$ cat src/rtl/pipe_tag_ctrl.sv
// rtl/pipe_tag_ctrl.sv - instruction-tag sequencer for the 5-stage pipeline trace
module pipe_tag_ctrl #(
    parameter int MAX_TAGS = 72,
    parameter int TAG_W    = 7,
    parameter int SCNT_W   = 4,
    parameter int RCNT_W   = 16
) (
    input  logic              clk,
    input  logic              rst,
    input  logic              en,
    input  logic              stall,
    input  logic              flush,
    output logic              if_vld,
    output logic              id_vld,
    output logic              ex_vld,
    output logic              mem_vld,
    output logic              wb_vld,
    output logic [TAG_W-1:0]  if_tag,
    output logic [TAG_W-1:0]  id_tag,
    output logic [TAG_W-1:0]  ex_tag,
    output logic [TAG_W-1:0]  mem_tag,
    output logic [TAG_W-1:0]  wb_tag,
    output logic              retire,
    output logic [TAG_W-1:0]  retire_tag,
    output logic [SCNT_W-1:0] retire_stalls,
    output logic              kill,
    output logic [TAG_W-1:0]  kill_tag,
    output logic              tags_exhausted,
    output logic [RCNT_W-1:0] retired_count
);

    localparam logic [TAG_W-1:0] LAST_TAG = TAG_W'(MAX_TAGS - 1);

    logic [TAG_W-1:0]  next_tag;
    logic [SCNT_W-1:0] if_sc, id_sc, ex_sc, mem_sc, wb_sc;
    logic              issue_ok;

    assign issue_ok      = en && !tags_exhausted;
    assign retire        = wb_vld;
    assign retire_tag    = wb_tag;
    assign retire_stalls = wb_sc;

    function automatic logic [SCNT_W-1:0] sc_inc(input logic [SCNT_W-1:0] sc);
        return (sc == {SCNT_W{1'b1}}) ? sc : sc + SCNT_W'(1);
    endfunction

    always_ff @(posedge clk or posedge rst) begin
        if (rst) begin
            {if_vld, id_vld, ex_vld, mem_vld, wb_vld} <= '0;
            if_tag         <= '0;
            id_tag         <= '0;
            ex_tag         <= '0;
            mem_tag        <= '0;
            wb_tag         <= '0;
            if_sc          <= '0;
            id_sc          <= '0;
            ex_sc          <= '0;
            mem_sc         <= '0;
            wb_sc          <= '0;
            next_tag       <= '0;
            kill           <= 1'b0;
            kill_tag       <= '0;
            tags_exhausted <= 1'b0;
            retired_count  <= '0;
        end else begin
            // MEM and WB advance unconditionally; neither hazard reaches them
            wb_vld        <= mem_vld;
            wb_tag        <= mem_tag;
            wb_sc         <= mem_sc;
            mem_vld       <= ex_vld;
            mem_tag       <= ex_tag;
            mem_sc        <= ex_sc;
            retired_count <= retired_count + RCNT_W'(mem_vld);

            if (stall) begin
                ex_vld <= 1'b0;
                ex_tag <= '0;
                ex_sc  <= '0;
                kill   <= 1'b0;
                if (if_vld) if_sc <= sc_inc(if_sc);
                if (id_vld) id_sc <= sc_inc(id_sc);
            end else begin
                ex_vld <= id_vld;
                ex_tag <= id_tag;
                ex_sc  <= id_sc;
                if (flush) begin
                    id_vld <= 1'b0;
                    id_tag <= '0;
                    id_sc  <= '0;
                    kill   <= if_vld;
                    if (if_vld) kill_tag <= if_tag;
                end else begin
                    id_vld <= if_vld;
                    id_tag <= if_tag;
                    id_sc  <= if_sc;
                    kill   <= 1'b0;
                end

                if (issue_ok) begin
                    if_vld   <= 1'b1;
                    if_tag   <= next_tag;
                    if_sc    <= '0;
                    next_tag <= next_tag + TAG_W'(1);
                    if (next_tag == LAST_TAG) tags_exhausted <= 1'b1;
                end else begin
                    if_vld <= 1'b0;
                    if_tag <= '0;
                    if_sc  <= '0;
                end
            end
        end
    end

endmodule
$ cat config.mk
export PLATFORM = sky130hd
export DESIGN_NAME = pipe_tag_ctrl
export DESIGN_NICKNAME = d
export VERILOG_FILES = /design/src/rtl/pipe_tag_ctrl.sv
export SDC_FILE = /design/constraint.sdc
export NUM_CORES = 1
export LEC_CHECK = 0
export CAP_MARGIN = 15
export CELL_PAD_IN_SITES_DETAIL_PLACEMENT = 1
export CELL_PAD_IN_SITES_GLOBAL_PLACEMENT = 2
export CORE_ASPECT_RATIO = 0.9
export CORE_MARGIN = 3
export CORE_UTILIZATION = 29
export DETAILED_ROUTE_END_ITERATION = 16
export GPL_TIMING_DRIVEN = 0
export PLACE_DENSITY = 0.73
export SLEW_MARGIN = 20
export SYNTH_ARGS = -nofsm -noshare
export SYNTH_HDL_FRONTEND = slang
export SYNTH_SLANG_ARGS = --single-unit
export TNS_END_PERCENT = 10
$ cat constraint.sdc
create_clock -name clk -period 2.65 [get_ports clk]
set_input_delay 0.3975 -clock clk [delete_from_list [all_inputs] [get_ports clk]]
set_output_delay 0.3975 -clock clk [all_outputs]
set_load 0.005 [all_outputs]
Word-level counts from Yosys, hierarchy flattened
Cells that the tools add are included.
{"block": "word_totals", "ff_bits": 92, "inputBits": 5}
{"block": "classes", "n_addsub": 4, "eq_ne": 7, "mux": 16, "bitwise_logic": 1, "n_reduce_logical": 7}
{"cell": "$mux 4", "count": 8}
{"cell": "$mux 7", "count": 3}
{"cell": "$add 16x1->16", "count": 1}
{"cell": "$add 4x1->4 const B", "count": 2}
{"cell": "$eq 4x4->1 const B", "count": 2}
{"cell": "$add 7x1->7 const B", "count": 1}
{"cell": "$eq 7x7->1 const B", "count": 1}
{"cell": "$reduce_and 2->1", "count": 3}
{"cell": "$reduce_and 3->1", "count": 2}
{"cell": "$mux 1", "count": 5}
{"cell": "$ne 2x1->1 const B", "count": 2}
{"cell": "$ne 2x2->1 const B", "count": 2}
{"cell": "$logic_and 1x1->1", "count": 1}
{"cell": "$logic_not 1->1", "count": 1}
{"cell": "$not 1->1", "count": 1}

Depth between registers and ports, before layout
Gate-level depths: netlist (run 1).
{"block": "depth", "ltp_word": 4, "ltp_mapped": 6}

Worst setup path before layout (run 1)
OpenSTA, ideal clock, no wires.
{"block": "synth_timing", "kind": "register -> register", "from": "register mem_vld", "to": "register retired_count[12]", "setup_ps": 79, "t_arrival_ps": 1425, "t_required_ps": 2571, "setup_slack_ps": 1146, "path_stages_with_launch": 7, "period_less_slack_ps": 1504, "cell_sequence": "dfrtp_1 > ha_1 > ha_1 > nand2_1 > or3_4 > nor3_2 > xor2_1"}
{"block": "synth_via", "elab_chain_cells": 1}
{"item": "start, declared", "line_no": "16", "rtl": "output logic mem_vld,"}
{"item": "start signal, assigned", "line_no": "70", "rtl": "mem_vld <= ex_vld;"}
{"item": "$add 16x1->16", "line_no": "73", "rtl": "retired_count <= retired_count + RCNT_W'(mem_vld);"}
{"item": "end signal, assigned", "line_no": "73"}
{"item": "end, declared", "line_no": "29", "rtl": "output logic [RCNT_W-1:0] retired_count"}
No other way between the ends.
A chain may end at the register's enable or synchronous reset.

Worst setup path after layout (run 1)
{"block": "layout_timing", "from": "register id_vld", "to": "output port id_vld"}
{"item": "start, declared", "line_no": "14", "rtl": "output logic id_vld,"}
{"item": "start signal, assigned", "line_no": "93", "rtl": "id_vld <= if_vld;"}
No word-level cell between the ends.

==> impl_table.tex, run 1 <==
\begin{tabular}{lr}
\hline
Metric & Value \\
\hline
\multicolumn{2}{l}{\textbf{Outcome}} \\
Status & finished, final reports clean \\
\multicolumn{2}{l}{\textbf{Setup path}} \\
Worst-path cell with the longest stage delay & sky130\_fd\_sc\_hd\_\_clkdlybuf4s50\_1 \\
Cell class contributing the biggest share of worst-path delay & buffers and inverters \\
Worst Path Buf+Inv & 1 \\
Worst path required time & 2.25 ns \\
Nature of the critical path endpoint & output pin \\
CP max stage delay & approximately 0.56 ns \\
Sequence of cells on the critical path & clkdlybuf4s50\_1 \\
Worst path arrival time & approximately 1.4 ns \\
Critical Setup Path Class & reg -> out \\
Critical Path Start Type & flip-flop \\
Maximum net fanout on the critical path & 7 \\
\multicolumn{2}{l}{\textbf{Timing}} \\
Time the worst path needs with I/O delays and setup & roughly 1.8 ns \\
Final setup margin & around 0.9 ns \\
Unrepaired setup endpoints after global routing & false \\
Hold Worst Slack & between 0.3 and 0.4 ns \\
Final setup fails & 0 \\
Peak Freq & $\sim$0.57 GHz \\
Hold Violations, Final & 0 \\
Worst Max-Slew Pin Slew & between 0.6 and 0.7 ns \\
Ratio of final minimum period to clock period & between 60\% and 70\% \\
Total negative setup slack & 0 ns \\
Number of pins with negative max-slew slack in the final report & 0 \\
Worst clock skew & $\sim$0.0045 ns \\
Max-Slew Margin vs Limit & 56.6\% \\
\multicolumn{2}{l}{\textbf{Die}} \\
Die width & about 120 um \\
Std cell rows & 36 \\
Number of I/O pins & 82 \\
Area of the core & roughly 11000 sq um \\
Initial core utilization & $\sim$30\% \\
Overall die height & around 110 um \\
Full die area & approximately 13000 sq um \\
\multicolumn{2}{l}{\textbf{Clock network}} \\
TritonCTS buffer count & 9 \\
CTS clk-pin slew, worst paths & around 0.06 ns \\
Clock root buffer master & sky130\_fd\_sc\_hd\_\_clkbuf\_16 \\
Resize count post-CTS & 0 \\
Clock sink total & slightly above 90 \\
Source-to-sink clock delay at the later pin of the worst-skew pair & roughly 0.33 ns \\
Maximum level of the CTS H-tree & 3 \\
CTS Hold Buffers Added & 0 \\
Clock tree from TritonCTS & done \\
Clk buf depth & 2 \\
Post-CTS Repair Setup Buffers & 0 \\
\multicolumn{2}{l}{\textbf{Placed design}} \\
GP Congestion & around 0.76 \\
Half-perimeter wire length after placement & about 5800 um \\
Count of input and output buffers & 80 \\
Placed Instances & about 500 \\
Placement-stage worst setup slack & 0.692 ns \\
\multicolumn{2}{l}{\textbf{Pwr}} \\
Leakage power figure & about 0.0022 uW \\
Pwr/cell area & around 740 nW/um\^{}2 \\
Worst IR Drop VDD & just over 400 uV \\
\multicolumn{2}{l}{\textbf{Worst hold path}} \\
Worst min path class & reg -> reg \\
\multicolumn{2}{l}{\textbf{GRT}} \\
Wire length of the first global-routing pass & 12700 um \\
Initial antenna violation count & 0 \\
Vias in the first global route & roughly 2400 \\
Maximum number of pins on one net before global-route repair & 35 \\
Grt total ovfl & 0 \\
Total Routing Usage GR & between 10\% and 20\% \\
\multicolumn{2}{l}{\textbf{Route}} \\
Via/cell ratio & 4.43 \\
Wire length after detailed routing & roughly 7600 um \\
Count of antenna-violating nets left after detailed routing & 0 \\
Number of violations reported at the end of detailed-routing iteration 0 & 65 \\
Total vias in the final route & roughly 2200 \\
DR WL/cell & $\sim$15 um \\
Drt drc & 0 \\
Number of iterations in the first detailed-routing pass & 4 \\
\multicolumn{2}{l}{\textbf{Logic synthesis}} \\
Synth warnings & 0 \\
\#FFs+latches synth & a little over 90 \\
Part of the Yosys area used for sequential elements & between 60\% and 70\% \\
Synthesized cell area & 3400 sq um \\
Count of cell types in the netlist & 37 \\
Total nets after synthesis & 269 \\
Syn Area/Cell & between 10 and 15 sq um \\
Gate Count Post-Synth & approximately 260 \\
\multicolumn{2}{l}{\textbf{Final layout}} \\
Area delta synth->final & 38.7\% \\
Ratio of cells with drive above 1 in the final layout & around a tenth \\
Util after Layout & between 40\% and 50\% \\
Final standard cell count with taps included and fillers excluded & about 510 \\
Antenna cells & 0 \\
Filler Cell Count & approximately 1200 \\
Net count of the finished layout & about 360 \\
\multicolumn{2}{l}{\textbf{Job}} \\
Max cap viols & 0 \\
\hline
\end{tabular}
==> stage by stage <==
stage | total power [uW] | cell area (sq um)
final | 3470 | 4710
after global routing | 3680 | 4710
after CTS | 3540 | 4710
after detailed placement | 2330 | 4430
after global placement | 2290 | 4390
after floorplan | 1960 | 3400
==> cell usage after synthesis <==
cell type	count	area share, %
sky130_fd_sc_hd__and4_1	2	0.52
sky130_fd_sc_hd__a21boi_0	1	0.22
sky130_fd_sc_hd__and4b_1	1	0.29
sky130_fd_sc_hd__nand3b_1	2	0.44
sky130_fd_sc_hd__nor4b_1	1	0.26
sky130_fd_sc_hd__inv_1	4	0.44
sky130_fd_sc_hd__and2_2	1	0.22
sky130_fd_sc_hd__xor2_1	7	1.8
sky130_fd_sc_hd__nor2_1	8	0.88
sky130_fd_sc_hd__nand3_1	10	1.5
sky130_fd_sc_hd__dfrtp_1	92	68
sky130_fd_sc_hd__a21o_1	2	0.44
sky130_fd_sc_hd__nor3_1	1	0.15
sky130_fd_sc_hd__and3_1	2	0.37
sky130_fd_sc_hd__buf_2	3	0.44
sky130_fd_sc_hd__ha_1	6	2.2
sky130_fd_sc_hd__nor3b_2	1	0.37
sky130_fd_sc_hd__nand4_2	1	0.37
sky130_fd_sc_hd__nand2_1	32	3.5
sky130_fd_sc_hd__nor3b_1	2	0.44
sky130_fd_sc_hd__o21a_1	1	0.22
sky130_fd_sc_hd__a22o_1	16	4.1
sky130_fd_sc_hd__nand4_1	9	1.7
sky130_fd_sc_hd__o211a_1	1	0.29
sky130_fd_sc_hd__o311ai_0	1	0.26
sky130_fd_sc_hd__a41o_1	1	0.29
sky130_fd_sc_hd__xnor2_1	16	4.1
sky130_fd_sc_hd__nor3_2	1	0.29
sky130_fd_sc_hd__and2_1	1	0.18
sky130_fd_sc_hd__or3_4	1	0.33
sky130_fd_sc_hd__buf_4	8	1.8
sky130_fd_sc_hd__a21oi_1	3	0.44
sky130_fd_sc_hd__clkinv_1	1	0.11
sky130_fd_sc_hd__clkbuf_1	6	0.66
sky130_fd_sc_hd__mux2_2	1	0.33
sky130_fd_sc_hd__nand4b_1	1	0.26
sky130_fd_sc_hd__nor2b_1	11	2.0
==> worst paths after layout <==
kind	startpoint	end	slack (ns)	cells past startpoint
worst max-delay path	id_vld	id_vld	0.88	1
worst min-delay path	mem_sc[3]	retire_stalls[3]	0.35	0
worst max register to register	mem_vld	retired_count[12]	0.99	6
worst min register to register	mem_sc[3]	retire_stalls[3]	0.35	0
max in group asynchronous	rst	id_tag[4]	1.57	3
min in group asynchronous	rst	mem_tag[6]	0.52	2
==> power by group <==
part / total (uW) / internal (uW) / switching, uW
Clock: 1190 / 688 / 507
Combinational: 533 / 329 / 204
Sequential: 1750 / 1570 / 176
Total: 3470 / 2590 / 887
==> state kept, by name, indices dropped and copies added (netlist names), 7 cells and up <==
signal and count:
kill_tag 7, retired_count 16, if_tag 7, ex_tag 7, id_tag 7, next_tag 7
mem_tag 7, retire_tag 7
==> placed cells by master, fill, tap and decap left out, drive strengths merged, types with 2 or more instances in the layout <==
cell / synthesis / routed
dfrtp: 92 / 92
clkdlybuf4s50: 0 / 80
nand2: 32 / 32
clkbuf: 6 / 19
xnor2: 16 / 16
a22o: 16 / 16
buf: 11 / 13
nor2b: 11 / 11
nand3: 10 / 10
nand4: 10 / 10
nor2: 8 / 8
xor2: 7 / 7
ha: 6 / 6
inv: 4 / 3
a21oi: 3 / 3
nor3b: 3 / 3
clkinv: 1 / 3
a21o: 2 / 2
and4: 2 / 2
and3: 2 / 2
nand3b: 2 / 2
clkinvlp: 0 / 2
and2: 2 / 2
nor3: 2 / 2
==> cell families after synthesis <==
group,count (synthesis),share of synthesized area [%]
compound gates,26,6.30
buf+inv,22,3.42
simple gates,88,14.1
xor+xnor,23,5.93
mux,1,0.331
flops,92,67.7
fa+ha+maj,6,2.21
==> layout make-up <==
cell class                      count  area [sq um]  area share, %
Sequential cell                    92          2300           48.8
Multi-Input combinational cell    144           980           20.8
Timing Repair Buffer               82           841           17.8
Clock buffer                       13           260           5.52
Tap cell                          152           190           4.03
Buffer                             17          97.6           2.07
Inverter                            5          22.5          0.478
Clock inverter                      3          21.3          0.451
==> layer usage <==
metal,part of all wire (%),track usage (%),vias up
met1,44,16.5,1120
li1,-,-,1056
met2,48,19.7,65
met3,7.1,4.51,7
met5,0,0,-
met4,1.0,3.43,0
(Power assumes the default switching activity.)
==> inputs of run 2 (changes only) <==
- clock period: 2.65 -> 1.5 ns (I/O delays scaled with it)
==> run 2 against run 1 <==
Core utilization is 0.71 points higher. First-iteration DRC count is 32% higher. Clock power is 78% higher. Clock skew is 0.00060 ns lower. Critical path depth is 5 higher. Non-clock buffer count is 3 higher. The run now ends with negative setup slack left. Design area is 1.7% higher. Register-to-register slack worse by 0.99 ns. Critical endpoint is now retired_count[12].
==> impl_table.tex, run 2 (synthesis gave the netlist of run 1 again) <==
\begin{tabular}{lr}
\hline
Metric & Value \\
\hline
\multicolumn{2}{l}{\textbf{Timing}} \\
Worst clock skew & just under 0.004 ns \\
Max-Slew Margin vs Limit & 55.0\% \\
Unrepaired setup endpoints after global routing & true \\
Hold Violations, Final & 0 \\
Ratio of final minimum period to clock period & 100\% \\
Time the worst path needs with I/O delays and setup & between 1.5 and 2 ns \\
Final setup fails & 1 \\
Hold Worst Slack & 0.347 ns \\
Number of pins with negative max-slew slack in the final report & 0 \\
Peak Freq & approximately 0.67 GHz \\
Final setup margin & -0.00307 ns \\
Worst Max-Slew Pin Slew & 0.674 ns \\
\multicolumn{2}{l}{\textbf{Die}} \\
Initial core utilization & a little under a third \\
Overall die height & $\sim$110 um \\
Number of I/O pins & 82 \\
Std cell rows & 36 \\
Area of the core & around 11000 sq um \\
Full die area & between 10000 and 15000 sq um \\
Die width & between 100 and 150 um \\
\multicolumn{2}{l}{\textbf{Route}} \\
Drt drc & 0 \\
Count of antenna-violating nets left after detailed routing & 0 \\
DR WL/cell & 15.3 um \\
Number of iterations in the first detailed-routing pass & 4 \\
Wire length after detailed routing & between 7000 and 8000 um \\
Total vias in the final route & between 2000 and 2500 \\
Via/cell ratio & $\sim$4.4 \\
Number of violations reported at the end of detailed-routing iteration 0 & 86 \\
\multicolumn{2}{l}{\textbf{Placed design}} \\
Count of input and output buffers & 80 \\
Half-perimeter wire length after placement & a little under 6000 um \\
GP Congestion & roughly 0.76 \\
\multicolumn{2}{l}{\textbf{Setup path}} \\
Critical Setup Path Class & reg -> reg \\
CP max stage delay & $\sim$0.40 ns \\
Worst path arrival time & between 1.5 and 2 ns \\
Worst path required time & 1.76 ns \\
Cell class contributing the biggest share of worst-path delay & simple AND/OR/NAND/NOR gates \\
Sequence of cells on the critical path & ha\_4, ha\_4, nand2\_1, or3\_4, nor3\_2, xor2\_1 \\
Crit-path most repeated cell & sky130\_fd\_sc\_hd\_\_ha\_4 \\
Maximum net fanout on the critical path & 4 \\
Slack of the worst reg-to-reg path & -0.003 ns \\
Worst Path Buf+Inv & 0 \\
Critical Path Start Type & flip-flop \\
Nature of the critical path endpoint & flip-flop \\
Worst-path cell with the longest stage delay & sky130\_fd\_sc\_hd\_\_dfrtp\_1 \\
\multicolumn{2}{l}{\textbf{Final layout}} \\
Sequential cell area in the final layout & approximately 2300 sq um \\
Filler Cell Count & $\sim$1200 \\
Area occupied by multi-input gates & between 1000 and 1500 sq um \\
Net count of the finished layout & between 300 and 400 \\
Antenna cells & 0 \\
Area delta synth->final & 41.1\% \\
Largest register by flop count & retired\_count \\
Commonest non-fill, non-tap cell in the layout & sky130\_fd\_sc\_hd\_\_dfrtp\_1 \\
Ratio of cells with drive above 1 in the final layout & $\sim$16\% \\
Largest register FFs & 16 \\
Top library cells by usage in the layout, fill and taps aside & sky130\_fd\_sc\_hd\_\_dfrtp\_1, sky130\_fd\_sc\_hd\_\_clkdlybuf4s50\_1, sky130\_fd\_sc\_hd\_\_nand2\_1 \\
\multicolumn{2}{l}{\textbf{Outcome}} \\
Violated checks & negative setup slack \\
Status & complete, but fails checks \\
\multicolumn{2}{l}{\textbf{GRT}} \\
Maximum number of pins on one net before global-route repair & 35 \\
Initial antenna violation count & 0 \\
Wire length of the first global-routing pass & 12800 um \\
Vias in the first global route & $\sim$2400 \\
Grt total ovfl & 0 \\
Total Routing Usage GR & approximately an eighth \\
\multicolumn{2}{l}{\textbf{Pwr}} \\
Leakage power figure & approximately 0.0025 uW \\
Pwr/cell area & approximately 1300 nW/um\^{}2 \\
Total power after layout & $\sim$6100 uW \\
Worst IR Drop VDD & about 740 uV \\
\multicolumn{2}{l}{\textbf{Clock network}} \\
Clock sink total & 92 \\
CTS clk-pin slew, worst paths & approximately 0.060 ns \\
Clock root buffer master & sky130\_fd\_sc\_hd\_\_clkbuf\_16 \\
Clk buf depth & 2 \\
TritonCTS buffer count & 9 \\
Maximum level of the CTS H-tree & 3 \\
Clock tree from TritonCTS & done \\
Source-to-sink clock delay at the later pin of the worst-skew pair & 0.33 ns \\
\multicolumn{2}{l}{\textbf{Job}} \\
Max cap viols & 0 \\
\multicolumn{2}{l}{\textbf{Worst hold path}} \\
Worst min path class & in -> async \\
\hline
\end{tabular}
## run 2: worst paths after layout
check | startpoint | end | depth (start not counted)
min in group clk | mem_sc[3] | retire_stalls[3] | 0
worst min register to register | mem_sc[3] | retire_stalls[3] | 0
max in group asynchronous | rst | retired_count[8] | 3
worst max register to register | mem_vld | retired_count[12] | 6
worst min-delay path | rst | mem_tag[6] | 2
worst max-delay path | mem_vld | retired_count[12] | 6
## run 2: repair_timing
action / in CTS / in global routing
setup buffers: 2 / 1
endpoints found under the hold margin: 0 / 0
resized for setup: 23 / 28
pin swaps: 0 / 2
endpoints found under the setup margin: 44 / 37
hold buffers: 0 / 0
## run 2: power breakdown
part           internal (uW)  total [uW]  switching (uW)
Combinational            546         915             369
Sequential              2780        3110             324
Clock                   1220        2120             902
## run 2: cell type report
cell class	count	area share [%]
timing repair buffer	85	18.2
clock buffer	13	5.43
buffer	17	2.04
inverter	5	0.496
sequential	92	48.2
clock inverter	3	0.444
tap	152	3.97
multi-input combinational	144	21.3
## run 2: worst register-to-register path: cells and delay by family, from the launching register on
family        cells  cell delay, ns
xor+xnor          1            0.15
fa+ha+maj         2            0.31
flops             1            0.40
simple gates      3            0.57
## run 2: per-layer routing
metal  global-route usage, %  wire (um)
met5                       0          0
met2                    19.9       3720
met1                    16.6       3470
met4                    3.60         83
met3                    4.46        531
## run 2: through the flow
stage	setup WS, ns	instance area (sq um)	utilization [%]	setup TNS [ns]	cells
after global placement	-0.826	4390	39.5	-78.00	490
after floorplan	-0.00393	3400	-	-0.00393	258
after detailed placement	-0.285	4430	39.8	-3.32	492
final	-0.00307	4790	43.1	-0.00307	511
after CTS	-0.0561	4730	42.5	-0.413	510
after global routing	-0.103	4790	43.1	-0.237	511
==> edit: new RTL, config.mk and constraints of run 2 <==
Reset style: synchronous (`rst`), changed in one clocked block.
--- a/src/rtl/pipe_tag_ctrl.sv
+++ b/src/rtl/pipe_tag_ctrl.sv
@@ -44,7 +44,7 @@
         return (sc == {SCNT_W{1'b1}}) ? sc : sc + SCNT_W'(1);
     endfunction
 
-    always_ff @(posedge clk or posedge rst) begin
+    always_ff @(posedge clk) begin
         if (rst) begin
             {if_vld, id_vld, ex_vld, mem_vld, wb_vld} <= '0;
             if_tag         <= '0;
Behaviour: differs if rst is asserted again (counterexample within 4 cycles, from zero or initial values and one cycle with rst high); with rst held inactive, the same outputs for 10 cycles.
==> edit against run 2 <==
Cell area grew 3.9%; non-clock buffer count grew 3; wire length up 17%; clock skew hardly changed; die area up 0.80%; sequential cell count unchanged; core utilization rose by 0.28 points; first-iteration DRC count increased by 48%; synthesized area rose by 0.85%; setup slack better by 0.037 ns; highest routed layer unchanged.
Power is not compared: it rests on default switching activity, and its combinational part moved more than twofold at a synthesized area within 25%.
==> edit: results (changes against run 2) <==
| Metric | Value |
|---|---|
| Worst Skew | `0.004082 ns (was 0.003905 ns)` |
| Ys async rst share | `0% (was 100.0%)` |
| Resized Gates After CTS | `40 (was 23)` |
| Largest stage delay on the critical path | `0.51 ns (was 0.40 ns)` |
| Max-slew headroom | `59.46% (was 54.99%)` |
| Cell family with most CP delay | `buffers and inverters (was simple AND/OR/NAND/NOR gates)` |
| Netlist cell types | `43 (was 37)` |
| Met2 Wirelength | `4.466 mm (was 3.724 mm)` |
| Clock buffers and inverters, area share | `7.112% (was 5.873%)` |
| Initial DRC count | `127 (was 86)` |
| Synth area leaders | `dfxtp_1 (54%), nor2b_1 (5.7%), a21oi_1 (3.7%) (was dfrtp_1 (68%), a22o_1 (4.1%), xnor2_1 (4.1%))` |
| Worst EP arrival | `1.24 ns (was 1.76 ns)` |
| Clock buf count | `10 (was 13)` |
| Crit path max fanout | `5 (was 4)` |
| Met1 Track Usage GR | `17.62% (was 16.56%)` |
| Routing usage on met2 | `25.05% (was 19.90%)` |
| Hold Crit Class | `flip-flop to flip-flop (was input pin to asynchronous set/reset pin)` |
| Multi-In Gates | `217 (was 144)` |
| Reg2reg start | `retired_count[3] (was mem_vld)` |
| Number of global-route vias before repair | `2837 (was 2421)` |
| Post-synthesis sequential area ratio | `53.74% (was 67.75%)` |
| M1 wire length | `4.161 mm (was 3.466 mm)` |
| Worst Setup EP | `retired_count[3] (was retired_count[12])` |
| CP Class | `flip-flop to output pin (was flip-flop to flip-flop)` |
| Detailed placement HPWL | `6.565 mm (was 5.783 mm)` |
| DP Cell Count | `577 (was 492)` |
| Sequential cell area share | `38.48% (was 48.16%)` |
| Top cells by count, synth | `dfxtp_1 (92), nor2b_1 (31), nor2_1 (29) (was dfrtp_1 (92), nand2_1 (32), a22o_1 (16), xnor2_1 (16), nor2b_1 (11))` |
| Status | `finished clean (was finished, violations left)` |
| WL per Instance | `15.37 um (was 15.28 um)` |
| Vias per cell | `4.691 (was 4.417)` |
| Share of cells above drive strength 1 | `21.33% (was 15.60%)` |
## edit: power groups by stage
stage               clock network (mW)  registers [mW]  logic [mW]
finish                            2.67            2.45       0.158
global route                      2.86            2.45       0.179
CTS                               2.76            2.47       0.159
detailed placement                   0            2.53       0.157
global placement                     0            2.53       0.155
floorplan                            0            2.52      0.0893
## edit: kinds of logic (layout without fill, tap and decap cells)
kind of cell / after synthesis / count (layout) / synth area share (%)
buffers and inverters: 31 / 127 / 4.527
muxes: 12 / 12 / 3.651
AOI/OAI and AO/OA: 55 / 55 / 9.858
DFF: 92 / 92 / 53.74
xor gates and xnor gates: 5 / 5 / 1.278
and+or+nand+nor: 139 / 139 / 24.75
adders and majority gates: 6 / 6 / 2.191
## edit: through the flow
stage               power, mW  cell area, sq um  utilization [%]  hold WS, ns
floorplan               2.613              3427                -       0.4138
detailed placement      2.686              4433            38.61       0.4282
CTS                     5.387              4871            42.43       0.4455
global route            5.496              4979            43.36       0.4611
finish                  5.278              4979            43.36       0.4383
global placement        2.684              4433            38.61       0.4230
